`src/rtl/nes_pad_responder.sv`:
```
// nes_pad_responder: debounced 8-button pad answering a NES-style strobe/clock reader as a 4021 shift register
//
// Ports:
//   clock      system clock
//   reset      asynchronous active-high reset
//   btn_raw    raw buttons {right,left,down,up,start,select,b,a}, active-high, asynchronous
//   turbo_a    autofire request for A (PAD_TURBO_EN builds only)
//   turbo_b    autofire request for B (PAD_TURBO_EN builds only)
//   joy_strobe reader latch, active-high, asynchronous
//   joy_clock  reader shift clock, asynchronous; shifting happens on its falling edge
//   joy_data   serial data to the reader, active-low
//   buttons    debounced button state with opposing directions cancelled
//   read_count shifts since the last load, saturating at 8
//
// Optional feature: define PAD_TURBO_EN to build the turbo phase counter that
// ORs a square wave into the A/B bits of the value loaded into the shift register.
module nes_pad_responder #(
    parameter int DEBOUNCE_CYCLES = 21477,
    parameter int TURBO_DIV       = 1789772
) (
    input  logic       clock,
    input  logic       reset,
    input  logic [7:0] btn_raw,
    input  logic       turbo_a,
    input  logic       turbo_b,
    input  logic       joy_strobe,
    input  logic       joy_clock,
    output logic       joy_data,
    output logic [7:0] buttons,
    output logic [3:0] read_count
);
    localparam int DW = $clog2(DEBOUNCE_CYCLES);

    logic [7:0]    btn_s1_q, btn_s2_q;
    logic          strobe_s1_q, strobe_s2_q;
    logic          clk_s1_q, clk_s2_q, clk_s3_q;
    logic [DW-1:0] tick_cnt_q, tick_cnt_d;
    logic          tick;
    logic [7:0]    prev_q, prev_d;
    logic [7:0]    stable_q, stable_d;
    logic [7:0]    sr_q, sr_d;
    logic [3:0]    cnt_q, cnt_d;
    logic [7:0]    load_val;
    logic          clk_fall;
    logic          ud, lr;

    always_ff @(posedge clock or posedge reset) begin
        if (reset) begin
            btn_s1_q    <= '0;
            btn_s2_q    <= '0;
            strobe_s1_q <= 1'b0;
            strobe_s2_q <= 1'b0;
            clk_s1_q    <= 1'b0;
            clk_s2_q    <= 1'b0;
            clk_s3_q    <= 1'b0;
            tick_cnt_q  <= '0;
            prev_q      <= '0;
            stable_q    <= '0;
            sr_q        <= '0;
            cnt_q       <= '0;
        end else begin
            btn_s1_q    <= btn_raw;
            btn_s2_q    <= btn_s1_q;
            strobe_s1_q <= joy_strobe;
            strobe_s2_q <= strobe_s1_q;
            clk_s1_q    <= joy_clock;
            clk_s2_q    <= clk_s1_q;
            clk_s3_q    <= clk_s2_q;
            tick_cnt_q  <= tick_cnt_d;
            prev_q      <= prev_d;
            stable_q    <= stable_d;
            sr_q        <= sr_d;
            cnt_q       <= cnt_d;
        end
    end

    // A bit only moves when two consecutive samples one tick apart agree.
    always_comb begin
        tick       = tick_cnt_q == DW'(DEBOUNCE_CYCLES - 1);
        tick_cnt_d = tick ? '0 : tick_cnt_q + 1'b1;
        prev_d     = tick ? btn_s2_q : prev_q;
        stable_d   = tick ? ((btn_s2_q & ~(btn_s2_q ^ prev_q)) | (stable_q & (btn_s2_q ^ prev_q))) : stable_q;
    end

    // Opposing directions pressed together report neither.
    always_comb begin
        ud      = stable_q[4] & stable_q[5];
        lr      = stable_q[6] & stable_q[7];
        buttons = stable_q & ~{lr, lr, ud, ud, 4'b0000};
    end

`ifdef PAD_TURBO_EN
    localparam int TW = (TURBO_DIV > 1) ? $clog2(TURBO_DIV) : 1;

    logic [TW-1:0] turbo_cnt_q, turbo_cnt_d;
    logic          phase_q, phase_d;

    always_ff @(posedge clock or posedge reset) begin
        if (reset) begin
            turbo_cnt_q <= '0;
            phase_q     <= 1'b0;
        end else begin
            turbo_cnt_q <= turbo_cnt_d;
            phase_q     <= phase_d;
        end
    end

    always_comb begin
        turbo_cnt_d = (turbo_cnt_q == TW'(TURBO_DIV - 1)) ? '0 : turbo_cnt_q + 1'b1;
        phase_d     = (turbo_cnt_q == TW'(TURBO_DIV - 1)) ? ~phase_q : phase_q;
        load_val    = buttons | {6'b000000, turbo_b & phase_q, turbo_a & phase_q};
    end
`else
    logic unused_turbo;

    assign unused_turbo = turbo_a ^ turbo_b;
    assign load_val     = buttons;
`endif

    // Load dominates: a shift-clock edge while strobe is high is dropped.
    // Shifting fills with 1s so reads past the 8th bit return "pressed" like an official pad.
    always_comb begin
        clk_fall = clk_s3_q & ~clk_s2_q;
        sr_d     = strobe_s2_q ? load_val : clk_fall ? {1'b1, sr_q[7:1]} : sr_q;
        cnt_d    = strobe_s2_q ? 4'd0 : (clk_fall && cnt_q != 4'd8) ? cnt_q + 4'd1 : cnt_q;
    end

    assign joy_data   = ~sr_q[0];
    assign read_count = cnt_q;
endmodule

```
`config.mk`:
```
export PLATFORM = sky130hd
export DESIGN_NAME = nes_pad_responder
export DESIGN_NICKNAME = d
export VERILOG_FILES = /design/src/rtl/nes_pad_responder.sv
export SDC_FILE = /design/constraint.sdc
export NUM_CORES = 1
export LEC_CHECK = 0
export BUFFER_PORTS_ARGS = -buffer_cell sky130_fd_sc_hd__buf_4
export CAP_MARGIN = 30
export CORE_MARGIN = 2
export CORE_UTILIZATION = 29
export CTS_CLUSTER_DIAMETER = 30
export CTS_CLUSTER_SIZE = 40
export DETAILED_ROUTE_END_ITERATION = 16
export GPL_ROUTABILITY_DRIVEN = 0
export PLACE_DENSITY_LB_ADDON = 0.2
export SLEW_MARGIN = 10
export SYNTH_ARGS = -nofsm -noshare
export SYNTH_HDL_FRONTEND = slang
export SYNTH_SLANG_ARGS = --single-unit
```
`constraint.sdc`:
```
create_clock -name clock -period 2.05 [get_ports clock]
set_input_delay 0.205 -clock clock [delete_from_list [all_inputs] [get_ports clock]]
set_output_delay 0.205 -clock clock [all_outputs]
set_load 0.01 [all_outputs]
```
==> results of run 1 <==
cells in the mapped netlist (all sizes together):
library cell / instances / share of area
dfrtp: 64 / 0.63
nor2: 18 / 0.026
o21ai: 18 / 0.035
nand3: 15 / 0.029
nand2: 13 / 0.019
inv: 11 / 0.016
mux2: 8 / 0.035
mux2i: 8 / 0.031
xor2: 8 / 0.027
buf: 7 / 0.017
nand2b: 5 / 0.012
nand4: 5 / 0.012
o211ai: 5 / 0.015
xnor2: 5 / 0.017
ha: 4 / 0.020
a21oi: 3 / 0.0059
clkbuf: 3 / 0.0044
and4: 2 / 0.0069
nand4bb: 2 / 0.0088
nor2b: 2 / 0.0049
nand4b: 1 / 0.0034
nor3: 1 / 0.0020
nor4: 1 / 0.0083
o31a: 1 / 0.0034
o31ai: 1 / 0.0029
or2: 1 / 0.0025
or3: 1 / 0.0025
or4: 1 / 0.0029
through the flow:
step                        util  setup WS (ps)
after floorplan                -          246.9
after global placement    0.3329          316.1
after detailed placement  0.3329          329.3
after CTS                 0.3657          312.0
after global routing      0.3657          183.3
final                     0.3657          322.4
logic make-up (layout without fill, tap and decap cells):
| family | count (synthesis) | in the layout | synth area share |
|---|---|---|---|
| simple gates | 68 | 68 | 0.1417 |
| flops | 64 | 64 | 0.6275 |
| compound gates | 28 | 28 | 0.06226 |
| buf+inv | 21 | 66 | 0.03774 |
| mux | 16 | 16 | 0.06667 |
| xor+xnor | 13 | 13 | 0.04461 |
| fa+ha+maj | 4 | 4 | 0.01961 |
worst paths after layout:
path	cells past startpoint	slack, ps	from	end
max	4	320	tick_cnt_q[4]	prev_q[7]
min	0	350	btn_s1_q[2]	btn_s2_q[2]
max reg2reg	4	320	tick_cnt_q[4]	prev_q[7]
min reg2reg	0	350	btn_s1_q[2]	btn_s2_q[2]
max in group asynchronous	4	1070	reset	tick_cnt_q[14]
min in group asynchronous	3	410	reset	btn_s1_q[1]
where the power goes:
part	switching (mW)	internal (mW)	leakage [nW]	total [mW]
logic	0.0424	0.0448	0.560	0.0872
registers	0.0180	1.29	0.828	1.31
clock network	0.445	0.494	0.0882	0.939
total	0.505	1.83	1.48	2.33
layout make-up:
cell class / instances / area, um^2 / share of cell area
flip-flops and latches: 64 / 1602 / 0.5071
inverters: 11 / 41.29 / 0.01307
multi-input cells: 129 / 854.6 / 0.2706
clock inverters: 3 / 17.52 / 0.005547
well taps: 108 / 135.1 / 0.04279
clock buffers: 12 / 155.1 / 0.04913
repair buffers: 40 / 352.8 / 0.1117
routing by layer:
layer,vias to the layer above,part of all wire,track usage
met3,9,0.025,0.02863
met4,0,0.026,0.06090
met2,22,0.44,0.1469
li1,808,-,-
met5,-,0,0
met1,754,0.51,0.1296
==> key figures, run 1 <==
Power and ir drop
  – Final Power: 2.333 mW
  – Leak: 1.477 nW
  – VDD IR max: 0.2936 mV
  – Pwr dens: 738.8 nW/um^2

STA
  – # setup viols final: 0
  – Minimum clock period: roughly 1700 ps
  – Fin. max-slew vios: 0
  – Slew HR: 0.6203
  – Setup TNS: 0 ps
  – RSZ-0062 raised after global routing: no
  – Hold_ws: 349.6 ps
  – Fmax: around 580 MHz
  – Clk_skew: 7.042 ps
  – Tcrit/Tclk final: 0.8428
  – Final Hold Viols: 0
  – Worst Tran Pin Value: 569.6 ps

Cells and area
  – Non-filler cells, final: between 300 and 400
  – Area Overhead vs Synth: 23.73%
  – Most frequent cells in the layout: dfrtp_1, buf_4, nor2_1
  – Filler cells: 869
  – Antenna fix cells: 0
  – Layout cells sized above 1: 0.1737
  – Commonest non-fill, non-tap cell in the layout: dfrtp_1
  – Finished Cell Area: 3158 um^2
  – Nets: 273

CTS
  – Clock transition at path regs: 70 ps
  – CTS Buf Count: 9
  – Later-pin clock latency in the skew report: roughly 330 ps
  – Post-CTS resize count: 0
  – Clock Tree Buf Depth: 2
  – CTS tree: built
  – CTS root buf: clkbuf_8
  – Number of post-CTS setup repair buffers: 0
  – Number of H-tree levels: 3
  – CTS Sinks: 64
  – Hold-fix buffers at CTS: 11

Logic synthesis
  – Synth Net Count: 232
  – Synthesized area per cell: 11.93 um^2
  – Netlist Area Pre-Place: 2552 um^2
  – Unique masters post-synth: 31
  – Synth Warn #: 0
  – Yosys reg bits: 64
  – Synth Instances: around 210
  – Sequential-to-total area share from yosys stat: 0.6275

Run status
  – Outcome: finished, final reports clean

Floorplan
  – Die Width: 97.82 um
  – Core area: 8636 um^2
  – Core Rows: 34
  – Die area: 9568 um^2
  – Initial Util: 0.2956
  – Io pins: 27
  – Die H: 97.82 um

Worst setup path
  – Crit path largest cell delay: about 440 ps
  – Worst Path Required: 2260 ps
  – Top delay family on crit path: simple AND/OR/NAND/NOR gates
  – Critical path type: flip-flop to flip-flop
  – CP Cell Sequence: nand4bb_1, nor4_4, buf_12, mux2_1
  – WP buf/inv: 1
  – Worst path arrival time: 1940 ps
  – Critical path endpoint category: flip-flop
  – CP max stage cell: dfrtp_1
  – Startpoint Class: flip-flop
  – CP Max Fanout: 31

Place
  – IO buf count: 24
  – Post-DP HPWL: 2706 um
  – Placed cell count: 341
  – DP Area: roughly 2900 um^2

Worst hold path
  – Path category of the worst min-delay check: flip-flop to flip-flop

Global route
  – Vias in the first global route: 1646
  – Global-route wire length before repair: 7514 um
  – GRT Overall Usage: 0.09948
  – Initial antenna violation count: 0
  – Global route total overflow: 0
  – Largest net degree at the start of global routing: 49

Routing
  – Iter 0 DRT Violations: 79
  – Via-to-Cell Ratio: between 4 and 5
  – Initial DRT Pass Iterations: 4
  – # DRC: 0
  – Antenna Violating Nets Remaining: 0
  – Via count: 1593
  – Drt total wl: 4093 um
  – Post-DR wirelength/cell: 11.15 um

Run
  – Max-Cap Viols: 0
No activity file was read; power rests on OpenSTA's default activity.
==> inputs of run 2 (changes only) <==
==> constraint.sdc (replaced) <==
create_clock -name clock -period 1.5 [get_ports clock]
set_input_delay 0.15 -clock clock [delete_from_list [all_inputs] [get_ports clock]]
set_output_delay 0.15 -clock clock [all_outputs]
set_load 0.01 [all_outputs]
==> run 2 against run 1 <==
Compared with the run above: the run now ends with negative setup slack left; flip-flop and latch count is the same; clock-buffer cell count shrank 1; register-to-register slack lost 470 ps; wire length grew 28%; clock power grew 53%; worst hold slack lost 6.7 ps; global-route usage grew 1.6 points; cell count grew 9.8%; clock skew grew 0.72 ps; die area is the same; critical path type unchanged.
==> key figures, run 2 (synthesis gave the netlist of run 1 again) <==
CTS
  – Later-pin clock latency in the skew report: 340 ps (was 330 ps)
  – Number of H-tree levels: 3 (unchanged)
  – CTS Buf Count: 9 (unchanged)
  – CTS Sinks: 64 (unchanged)
  – CTS root buf: clkbuf_8 (unchanged)
  – Clock transition at path regs: 70 ps (about the same)
  – Clock Tree Buf Depth: 2 (unchanged)
  – CTS tree: built (unchanged)

Floorplan
  – Initial Util: 0.2956 (unchanged)
  – Core Rows: 34 (unchanged)
  – Die H: 97.82 um (unchanged)
  – Die area: 9568 um^2 (unchanged)
  – Io pins: 27 (unchanged)
  – Core area: 8636 um^2 (unchanged)
  – Die Width: 97.82 um (unchanged)

Routing
  – Initial DRT Pass Iterations: 4 (unchanged)
  – Drt total wl: 5247 um (was 4093 um)
  – # DRC: 0 (unchanged)
  – Via-to-Cell Ratio: 4.417 (was 4.341)
  – Iter 0 DRT Violations: 77 (was 79)
  – Via count: 1780 (was 1593)
  – Post-DR wirelength/cell: 13.02 um (was 11.15 um)
  – Antenna Violating Nets Remaining: 0 (unchanged)

Global route
  – Initial antenna violation count: 0 (unchanged)
  – Largest net degree at the start of global routing: 65 (was 49)
  – GRT Overall Usage: 0.1160 (was 0.09948)
  – Global route total overflow: 0 (unchanged)
  – Vias in the first global route: 1798 (was 1646)
  – Global-route wire length before repair: 8590 um (was 7514 um)

STA
  – Post-route setup slack: -147.7 ps (was 322.4 ps)
  – Setup TNS: -1977 ps (was 0 ps)
  – RSZ-0062 raised after global routing: yes (was no)
  – Worst Tran Pin Value: 481.7 ps (was 569.6 ps)
  – Clk_skew: 7.764 ps (was 7.042 ps)
  – # setup viols final: 22 (was 0)
  – Final Hold Viols: 0 (unchanged)
  – Tcrit/Tclk final: 1.098 (was 0.8428)
  – Minimum clock period: 1648 ps (was 1728 ps)
  – Fin. max-slew vios: 0 (unchanged)
  – Fmax: 606.9 MHz (was 578.8 MHz)
  – Slew HR: 0.6789 (was 0.6203)

Worst setup path
  – RR Startpoint: tick_cnt_q[0] (was tick_cnt_q[4])
  – Critical path endpoint category: flip-flop (unchanged)
  – Worst R2R Setup Slack: -150 ps (was 320 ps)
  – Worst Path Required: 1730 ps (was 2260 ps)
  – Critical Path Sink: prev_q[5] (was prev_q[7])
  – Worst path arrival time: 1870 ps (was 1940 ps)
  – Reg-to-reg endpoint: prev_q[5] (was prev_q[7])
  – CP Max Fanout: 5 (was 31)
  – Reg2reg path depth: 7 (was 4)
  – Worst Setup SP: tick_cnt_q[0] (was tick_cnt_q[4])
  – Critical path type: flip-flop to flip-flop (unchanged)
  – Startpoint Class: flip-flop (unchanged)

Cells and area
  – Most frequent cells in the layout: dfrtp_1, buf_4, nand2_1, nor2_1, dlygate4sd3_1 (was dfrtp_1, buf_4, nor2_1)
  – Post-layout util: 0.4242 (was 0.3657)
  – Non-filler cells, final: 403 (was 367)
  – Nets: 309 (was 273)
  – Layout cells sized above 1: 0.3729 (was 0.1737)
  – Antenna fix cells: 0 (unchanged)
  – Commonest non-fill, non-tap cell in the layout: dfrtp_1 (unchanged)
  – Area Overhead vs Synth: 43.53% (was 23.73%)

Power and ir drop
  – Final Power: 3.351 mW (was 2.333 mW)
  – Pwr dens: 914.8 nW/um^2 (was 738.8 nW/um^2)
  – Leak: 1.698 nW (was 1.477 nW)
  – VDD IR max: 0.3949 mV (was 0.2936 mV)

Place
  – IO buf count: 24 (unchanged)
  – DP Worst Slack: -187.2 ps (was 329.3 ps)
  – Placed cell count: 363 (was 341)
  – Post-DP HPWL: 3027 um (was 2706 um)

Worst hold path
  – Path category of the worst min-delay check: flip-flop to flip-flop (unchanged)
  – Hold Path Depth: 0 (unchanged)

Run status
  – Failing checks: negative setup slack
  – Outcome: complete, but fails checks (was finished, final reports clean)

Run
  – Max-Cap Viols: 0 (unchanged)
## run 2: final cells by class
cell class	instances	area [um^2]
Clock inverter	4	45.04
Timing Repair Buffer	76	685.7
Clock buffer	11	141.4
Sequential cell	64	1602
Multi-Input combinational cell	129	1010
Inverter	11	45.04
Fill cell	814	4972
Tap cell	108	135.1
## run 2: critical path, cell delays in order, from the launching register on
cell and delay [ps]:
dfrtp_1 390, inv_2 80, ha_4 120, nand4b_1 150, nor4_4 180, buf_6 170
clkbuf_16 150, mux2_4 290
## run 2: what timing repair did
item,CTS,global route
endpoints found under the hold margin,74,0
resized for setup,10,34
hold buffers,11,0
setup buffers,10,3
gates cloned,1,1
setup endpoints to repair,18,30
pin swaps,4,9
## run 2: worst min-delay path by stage
stage	from	to	slack, ps
after floorplan	btn_raw[0]	btn_s1_q[0]	180
final	btn_s1_q[0]	btn_s2_q[0]	340
after global placement	btn_raw[7]	btn_s1_q[7]	260
after CTS	btn_s1_q[5]	btn_s2_q[5]	350
after global routing	btn_s1_q[5]	btn_s2_q[5]	350
after detailed placement	btn_raw[7]	btn_s1_q[7]	260
## run 2: metrics by stage
| stage | hold slack (ps) | area, um^2 |
|---|---|---|
| after floorplan | 181.4 | 2562 |
| after global placement | 259.5 | 3048 |
| after detailed placement | 260.6 | 3048 |
| after CTS | 346.0 | 3512 |
| after global routing | 353.5 | 3664 |
| final | 342.9 | 3664 |
## run 2: metal layers
layer	share of wire	up-vias	wire length (um)	GRT usage
met3	0.028	4	146	0.05011
met5	0	-	0	0
li1	-	882	-	-
met1	0.47	868	2461	0.1484
met4	0.011	0	59	0.04167
met2	0.49	26	2580	0.1761
## run 2: where the power goes
| part | total [mW] | switching, mW | internal [mW] |
|---|---|---|---|
| sequential | 1.79 | 0.0246 | 1.76 |
| combinational | 0.126 | 0.0623 | 0.0640 |
| clock | 1.44 | 0.644 | 0.796 |
| total | 3.35 | 0.731 | 2.62 |
